==> src/rtl/pipe_stall_ctrl_pkg.sv <==
// pipe_stall_ctrl_pkg: shared state encoding and constants for the pipeline stall sequencer
package pipe_stall_ctrl_pkg;
  typedef enum logic {RUN, MUL} state_t;
  localparam int MUL_CYCLES_DEF = 4;
  localparam int MUL_CYCLES_MIN = 2;
  localparam int MUL_CYCLES_MAX = 16;
  localparam logic [4:0] REG_ZERO = 5'd0;
  localparam int STALL_CNT_W = 16;
endpackage

==> src/rtl/pipe_hazard_cmp.sv <==
// pipe_hazard_cmp: combinational load-use hazard detect between ID sources and EX load destination
module pipe_hazard_cmp
  import pipe_stall_ctrl_pkg::*;
(
  input  logic       id_valid,
  input  logic [4:0] id_src_a,
  input  logic [4:0] id_src_b,
  input  logic       id_uses_b,
  input  logic       ex_valid,
  input  logic       ex_is_load,
  input  logic [4:0] ex_dst,
  output logic       lu
);
  assign lu = id_valid & ex_valid & ex_is_load & (ex_dst != REG_ZERO) &
              ((id_src_a == ex_dst) | (id_uses_b & (id_src_b == ex_dst)));
endmodule

==> src/rtl/pipe_stall_ctrl.sv <==
// pipe_stall_ctrl: Mealy hazard/stall sequencer driving PC and pipeline register enables
module pipe_stall_ctrl
  import pipe_stall_ctrl_pkg::*;
#(
  parameter int MUL_CYCLES = MUL_CYCLES_DEF,
  parameter int CNT_W      = STALL_CNT_W
) (
  input  logic             clk,
  input  logic             rst_n,
  input  logic             id_valid,
  input  logic [4:0]       id_src_a,
  input  logic [4:0]       id_src_b,
  input  logic             id_uses_b,
  input  logic             ex_valid,
  input  logic             ex_is_load,
  input  logic [4:0]       ex_dst,
  input  logic             ex_branch_taken,
  input  logic             ex_mul_start,
  output logic             pc_en,
  output logic             ifid_en,
  output logic             ifid_flush,
  output logic             idex_en,
  output logic             idex_bubble,
  output logic             exmem_bubble,
  output logic             mul_busy,
  output logic             proto_err,
  output logic [CNT_W-1:0] stall_cnt
);
  state_t     state_q, state_d;
  logic [3:0] mcnt_q, mcnt_d;
  logic       lu, err_set;
  pipe_hazard_cmp u_cmp (
    .id_valid   (id_valid),
    .id_src_a   (id_src_a),
    .id_src_b   (id_src_b),
    .id_uses_b  (id_uses_b),
    .ex_valid   (ex_valid),
    .ex_is_load (ex_is_load),
    .ex_dst     (ex_dst),
    .lu         (lu)
  );
  assign mul_busy = (state_q == MUL);
  always_comb begin
    pc_en        = 1'b1;
    ifid_en      = 1'b1;
    idex_en      = 1'b1;
    ifid_flush   = 1'b0;
    idex_bubble  = 1'b0;
    exmem_bubble = 1'b0;
    state_d      = state_q;
    mcnt_d       = mcnt_q;
    err_set      = 1'b0;
    if (state_q == RUN) begin
      err_set = ex_branch_taken & ex_mul_start;
      if (ex_branch_taken) begin
        ifid_flush  = 1'b1;
        idex_bubble = 1'b1;
      end else if (ex_mul_start) begin
        pc_en        = 1'b0;
        ifid_en      = 1'b0;
        idex_en      = 1'b0;
        exmem_bubble = 1'b1;
        state_d      = MUL;
        mcnt_d       = 4'(MUL_CYCLES - 2);
      end else if (lu) begin
        pc_en       = 1'b0;
        ifid_en     = 1'b0;
        idex_bubble = 1'b1;
      end
    end else begin
      // branch/mul-start are illegal here: flagged, otherwise ignored
      err_set = ex_branch_taken | ex_mul_start;
      if (mcnt_q != 4'd0) begin
        pc_en        = 1'b0;
        ifid_en      = 1'b0;
        idex_en      = 1'b0;
        exmem_bubble = 1'b1;
        mcnt_d       = mcnt_q - 4'd1;
      end else begin
        state_d = RUN;
        if (lu) begin
          pc_en       = 1'b0;
          ifid_en     = 1'b0;
          idex_bubble = 1'b1;
        end
      end
    end
    if (!rst_n) begin
      pc_en        = 1'b0;
      ifid_en      = 1'b0;
      idex_en      = 1'b0;
      ifid_flush   = 1'b1;
      idex_bubble  = 1'b1;
      exmem_bubble = 1'b1;
    end
  end
  always_ff @(posedge clk or negedge rst_n) begin
    if (!rst_n) begin
      state_q   <= RUN;
      mcnt_q    <= 4'd0;
      proto_err <= 1'b0;
      stall_cnt <= '0;
    end else begin
      state_q   <= state_d;
      mcnt_q    <= mcnt_d;
      proto_err <= proto_err | err_set;
      if (!pc_en && stall_cnt != '1) stall_cnt <= stall_cnt + 1'b1;
    end
  end
endmodule

==> config.mk <==
export PLATFORM = sky130hd
export DESIGN_NAME = pipe_stall_ctrl
export DESIGN_NICKNAME = d
export VERILOG_FILES = /design/src/rtl/pipe_stall_ctrl_pkg.sv /design/src/rtl/pipe_hazard_cmp.sv /design/src/rtl/pipe_stall_ctrl.sv
export SDC_FILE = /design/constraint.sdc
export NUM_CORES = 1
export LEC_CHECK = 0
export BUFFER_PORTS_ARGS = -buffer_cell sky130_fd_sc_hd__buf_2
export CORE_AREA = 4 4 60 62
export CTS_CLUSTER_SIZE = 25
export DETAILED_ROUTE_END_ITERATION = 6
export DIE_AREA = 0 0 64 66
export GPL_ROUTABILITY_DRIVEN = 0
export MAX_ROUTING_LAYER = met4
export PLACE_DENSITY = 0.8
export SYNTH_ARGS = -nofsm -noshare
export SYNTH_HDL_FRONTEND = slang
export SYNTH_SLANG_ARGS = --single-unit
==> constraint.sdc <==
create_clock -name clk -period 2.2 [get_ports clk]
set_input_delay 0.11 -clock clk [delete_from_list [all_inputs] [get_ports clk]]
set_output_delay 0.11 -clock clk [all_outputs]
set_load 0.1 [all_outputs]
==> results of run 1 <==
power groups by stage:
stage	combinational [uW]	clock, uW	sequential (uW)
finish	1680	318	725
global route	1770	342	754
CTS	1650	324	720
detailed placement	1560	0	726
global placement	1520	0	714
floorplan	665	0	1350
final timing paths:
check / to / slack [ns] / cells after the start
max: pc_en / 0.12 / 8
min: proto_err / 0.06 / 3
max reg2reg: stall_cnt[6] / 0.14 / 10
min reg2reg: proto_err / 0.49 / 1
max in group asynchronous: stall_cnt[0] / 1.63 / 3
min in group asynchronous: mcnt_q[3] / 0.30 / 3
sequential cells by signal, summed over array words and instances (netlist names):
register,count
mcnt_q,4
mul_busy,1
proto_err,1
stall_cnt,16
area by class of cell:
cell class / instances / area, sq um / area share, %
multi-input combinational: 94 / 767 / 41.4
clock inverter: 1 / 30.0 / 1.62
tap: 44 / 55.1 / 2.97
inverter: 6 / 25.0 / 1.35
clock buffer: 3 / 22.5 / 1.22
timing repair buffer: 58 / 377 / 20.3
sequential: 22 / 576 / 31.1
per-layer routing:
| layer | GRT usage (%) | vias to the layer above |
|---|---|---|
| met5 | - | - |
| met4 | 5.66 | 0 |
| met3 | 4.08 | 4 |
| met2 | 33.5 | 36 |
| met1 | 19.5 | 588 |
| li1 | - | 555 |
kinds of logic (layout without fill, tap and decap cells):
kind of cell               after synthesis  in the layout
and+or+nand+nor                         52             52
xor gates and xnor gates                24             24
DFF                                     22             22
AOI/OAI and AO/OA                       13             13
buffers and inverters                   10             68
muxes                                    3              3
adders and majority gates                2              2
worst reg2reg max path, cell delays in order (launching register included):
cell,delay [ns]
dfrtp_1,0.40
inv_2,0.06
ha_4,0.16
nor3b_4,0.15
mux2i_4,0.23
nor2_4,0.06
o41a_4,0.14
buf_12,0.16
buf_4,0.16
nor4_2,0.30
xor2_1,0.16
stage by stage:
step           std cells  TNS [ns]  hold slack, ns  total power (uW)
2_1_floorplan        126     -3.64          -0.186              2010
3_3_place_gp         217         0           0.115              2230
3_5_place_dp         217   -0.0315           0.129              2280
4_1_cts              228         0          0.0599              2700
5_1_grt              228         0          0.0580              2870
6_report             228         0          0.0641              2730
repair_timing:
action | 4_1_cts | 5_1_grt
hold buffers | 1 | 0
resized for setup | 2 | 5
pin swaps | 0 | 2
setup buffers | 6 | 0
endpoints found under the setup margin | 2 | 3
endpoints found under the hold margin | 22 | 0
cell usage after synthesis, types with 3 or more instances:
cell,number
nand3_1,5
nor3_1,3
o21ai_0,3
nor4_2,3
and3_1,4
nand4_1,4
xor2_1,23
dfrtp_1,22
nand2_1,6
nor2_1,10
nor3_2,5
nor3b_2,4
inv_1,5
==> flow_summary_export.csv, run 1 <==
group,metric,value,unit
run_status,outcome,"completed",
cts,cts_tree,"done",
drt,drcViolationCount,0,
place,portBuffers,46,
timing,final_hold_viol_count,0,
setup_path,worstPathRequired,2.09,ns
timing,fmax,0.482,GHz
floorplanning,num_io_pins,47,
setup_path,critPathLaunch,"mcnt_q[1]",
cts,clk_pin_slew,0.13,ns
yosys,ys_top_cells_by_area,"dfrtp_1 42%, xor2_1 15%, nor3_2 3.8%",
pwr,sequentialPowerShare,26.6,%
floorplanning,die_y,66,um
drt,wl_met3,180,um
yosys,ys_warn_count,0,
yosys,synth_xor_area_share,15.9,%
drt,antenna_left,0,
job,cap_violations,0,
yosys,synth-simple-area-share,26.7,%
floorplanning,dieArea,4220,sq um
global_route,grt_pass1_vias,1275,
cts,clock_path_buffers,2,
floorplanning,start_util,43.6,%
layout,nNetsFinal,210,
place,pre_cts_slack,-0.0294,ns
cts,clkLatencyLatePin,0.32,ns
setup_path,critPathMaxFanout,8,
yosys,syn_area,1320,sq um
layout,fin_area,1850,sq um
yosys,synthAdderAreaFrac,1.89,%
cts,clock-sinks,22,
drt,viasPerCell,5.19,
cts,htreeDepth,1,
pwr,combPwrFrac,61.7,%
drt,met1_length,1370,um
pwr,clkPwrFrac,11.7,%
yosys,synth_flop_cell,"dfrtp_1",
yosys,synthMuxAreaShare,2.46,%
cts,numCtsBuffers,3,
global_route,grt_antenna_before_repair,0,
pwr,ir_drop,1.08,mV
pwr,intPower,1190,uW
setup_path,cp-start-kind,"flop",
drt,met2_length,1960,um
cts,cts-root-buf,"clkbuf_4",
drt,vias,1183,
setup_path,slowest_stage,"dfrtp_1",
yosys,synth_top_family_by_area,"simple AND/OR/NAND/NOR gates",
layout,mostFrequentLayoutCell,"buf_2",
pwr,swShare,56.5,%
setup_path,crit_chain,"inv_2 -> ha_4 -> nor3b_4 -> mux2i_4 -> nor2_4 -> o41a_4 -> buf_12 -> buf_16",
setup_path,cpPeakStageDelay,0.42,ns
drt,routed_wl,3550,um
setup_path,critPathBufInv,3,
timing,post-route-period-util,94.4,%
yosys,avgSynthCellArea,10.5,sq um
yosys,synth_nets,151,
layout,final_cell_mix,"44 x buf_2, 23 x xor2_1, 11 x dfrtp_2, 9 x nor2_1, 9 x buf_4",
layout,n_fill_cell,265,
place,placed_area,1700,sq um
yosys,synth_top_area_share,41.7,%
yosys,postSynthCellCount,126,
layout,drive_gt1_share,52.7,%
global_route,grt_pass1_wl,5860,um
yosys,synth_edf_count,0,
drt,drt_iter0_drc,61,
timing,finalCriticalPeriod,2.08,ns
pwr,net-switching-power,1540,uW
setup_path,r2r-start,"mcnt_q[1]",
pwr,powerDensity,1470,nW/um^2
setup_path,cp_top_family,"flip-flops",
timing,setup_viol,0,
timing,fin_worst_skew,0.00923,ns
yosys,synth_seq_area_share,41.7,%
global_route,grt_usage,18.2,%
floorplanning,die_w,64,um
place,dp_hpwl,2650,um
timing,rsz0062_at_grt,"no",
floorplanning,core,3030,sq um
yosys,synth_compound_area_share,7.48,%
setup_path,crit_type,"flop to output port",
setup_path,arrival,1.97,ns
global_route,grt_max_degree,25,
setup_path,cp-end-kind,"output port",
timing,fin_ws,0.124,ns
pwr,p_leak,0.000828,uW
layout,syn2layout_area_growth,40.2,%
global_route,grt_overflow,0,
yosys,ys_async_sr_fraction,100,%
drt,wire_per_inst,15.6,um
worst_hold_path,hp-start,"ex_mul_start",
yosys,synth_largest_area_cell,"dfrtp_1",
yosys,ys_types,35,
drt,drt-pass1-iter-count,4,
timing,max_slew_margin,67.1,%
drt,routed.top_layer,"met4",
worst_hold_path,min-delay-path-class,"input port to flop",
layout,final_util,61.2,%
yosys,ys_ff_latch,22,
timing,tightestPinTransition,0.497,ns
floorplanning,num_rows,20,
layout,antenna_cells,0,
timing,drv_slew,0,
No activity file was read; power rests on OpenSTA's default activity.
==> run 2: changes to the inputs <==
==> constraint.sdc (replaced) <==
create_clock -name clk -period 2.35 [get_ports clk]
set_input_delay 0.1175 -clock clk [delete_from_list [all_inputs] [get_ports clk]]
set_output_delay 0.1175 -clock clk [all_outputs]
set_load 0.1 [all_outputs]
==> flow_summary_export.csv, run 2 (synthesis results as in run 1) <==
group,metric,value,unit
run_status,outcome,"completed",
global_route,grt_usage,15.1,%
global_route,grt_max_degree,25,
drt,routed_wl,3020,um
layout,mostFrequentLayoutCell,"buf_2",
worst_hold_path,min-delay-path-class,"input port to flop",
floorplanning,die_w,64,um
global_route,grt_pass1_vias,1149,
cts,cts_resized,0,
pwr,powerDensity,1330,nW/um^2
layout,antenna_cells,0,
timing,tightestPinTransition,0.492,ns
setup_path,cp-start-kind,"flop",
floorplanning,num_rows,20,
pwr,swShare,59.2,%
cts,cts-root-buf,"clkbuf_4",
place,portBuffers,46,
timing,rsz0062_at_grt,"no",
layout,nNetsFinal,206,
drt,drt_iter0_drc,55,
cts,htreeDepth,1,
cts,clkLatencyLatePin,0.32,ns
setup_path,worstPathRequired,2.23,ns
floorplanning,start_util,43.6,%
layout,finalNonFillerCells,224,
layout,syn2layout_area_growth,33.3,%
floorplanning,num_io_pins,47,
timing,final_hold_viol_count,0,
timing,finalCriticalPeriod,2.17,ns
place,dp_hpwl,2350,um
timing,fin_worst_skew,0.00500,ns
pwr,combPwrFrac,62.8,%
timing,max_slew_margin,67.4,%
timing,post-route-period-util,92.3,%
layout,final_cell_mix,"44 x buf_2, 23 x xor2_1, 15 x dfrtp_1, 9 x nor2_1",
place,placed_area,1670,sq um
drt,vias,1129,
cts,clock-sinks,22,
floorplanning,die_y,66,um
layout,drive_gt1_share,46.1,%
timing,setup_viol,0,
layout,fin_area,1760,sq um
timing,fin_tns_setup,0,ns
floorplanning,core,3030,sq um
cts,cts_tree,"done",
drt,drcViolationCount,0,
pwr,total_power,2350,uW
global_route,grt_antenna_before_repair,0,
layout,reg.largest.list,"stall_cnt: 16 flops, mcnt_q: 4 flops",
drt,drt-pass1-iter-count,4,
job,cap_violations,0,
setup_path,crit_type,"flop to output port",
floorplanning,dieArea,4220,sq um
pwr,net-switching-power,1390,uW
setup_path,arrival,2.05,ns
pwr,ir_drop,1.04,mV
setup_path,cp-end-kind,"output port",
drt,antenna_left,0,
global_route,grt_overflow,0,
cts,clk_pin_slew,0.12,ns
layout,largest_reg_flops,16,
setup_path,critPathMaxFanout,9,
pwr,intPower,960,uW
layout,largest-register,"stall_cnt",
pwr,sequentialPowerShare,28.0,%
pwr,clkPwrFrac,9.1,%
timing,hold_slack,0.0902,ns
timing,fmax,0.461,GHz
global_route,grt_pass1_wl,4980,um
cts,numCtsBuffers,3,
timing,drv_slew,0,
pwr,p_leak,0.000806,uW
drt,viasPerCell,5.04,
place,place_inst,215,
drt,wire_per_inst,13.5,um
cts,clock_path_buffers,2,
-- run 2: metrics by stage --
stage	util, %	worst slack [ns]
floorplan	-	-0.141
global placement	55.2	0.249
detailed placement	55.2	0.176
CTS	56.8	0.0517
global route	58.2	0.0505
finish	58.2	0.182
-- run 2: final timing paths --
path                                from             to  slack (ns)  depth (start not counted)
setup / recovery               mcnt_q[0]        ifid_en        0.18                          7
hold / removal              ex_mul_start      proto_err        0.09                          3
setup reg to reg               mcnt_q[0]   stall_cnt[6]        0.23                          9
hold reg to reg            stall_cnt[14]  stall_cnt[14]        0.49                          1
max in group asynchronous          rst_n   stall_cnt[8]        1.78                          3
min in group asynchronous          rst_n      proto_err        0.31                          3
-- run 2: worst max-delay path, stage by stage, from the launching register on --
cell and delay [ns]:
dfrtp_1 0.41, inv_1 0.08, ha_1 0.18, nor3b_2 0.27, mux2i_4 0.15, nor2_4 0.16, o41a_4 0.27, buf_12 0.20
-- run 2: metal layers --
metal / routed length, um / share of wire, % / track usage [%] / up-vias
li1: - / - / - / 556
met1: 1250 / 42 / 16.9 / 537
met2: 1530 / 51 / 26.2 / 31
met3: 191 / 6.3 / 4.25 / 5
met4: 40 / 1.3 / 4.58 / 0
met5: 0 / 0 / - / -
-- run 2: timing repair --
action | 4_1_cts | 5_1_grt
hold buffers | 1 | 0
hold endpoints to repair | 22 | 0
buffers inserted | 0 | 4
endpoints found under the setup margin | 0 | 2
-- run 2: power groups by stage --
stage,registers (uW),clock network [uW],logic (uW)
final,659,214,1480
after global routing,679,242,1550
after CTS,658,225,1440
after detailed placement,667,0,1440
after global placement,659,0,1410
after floorplan,1240,0,622
-- run 2: area by class of cell --
type | instances | area (sq um)
clock buffers | 4 | 36.3
fillers | 260 | 1270
inverters | 6 | 25.0
multi-input cells | 94 | 748
flip-flops and latches | 22 | 562
well taps | 44 | 55.1
repair buffers | 54 | 335
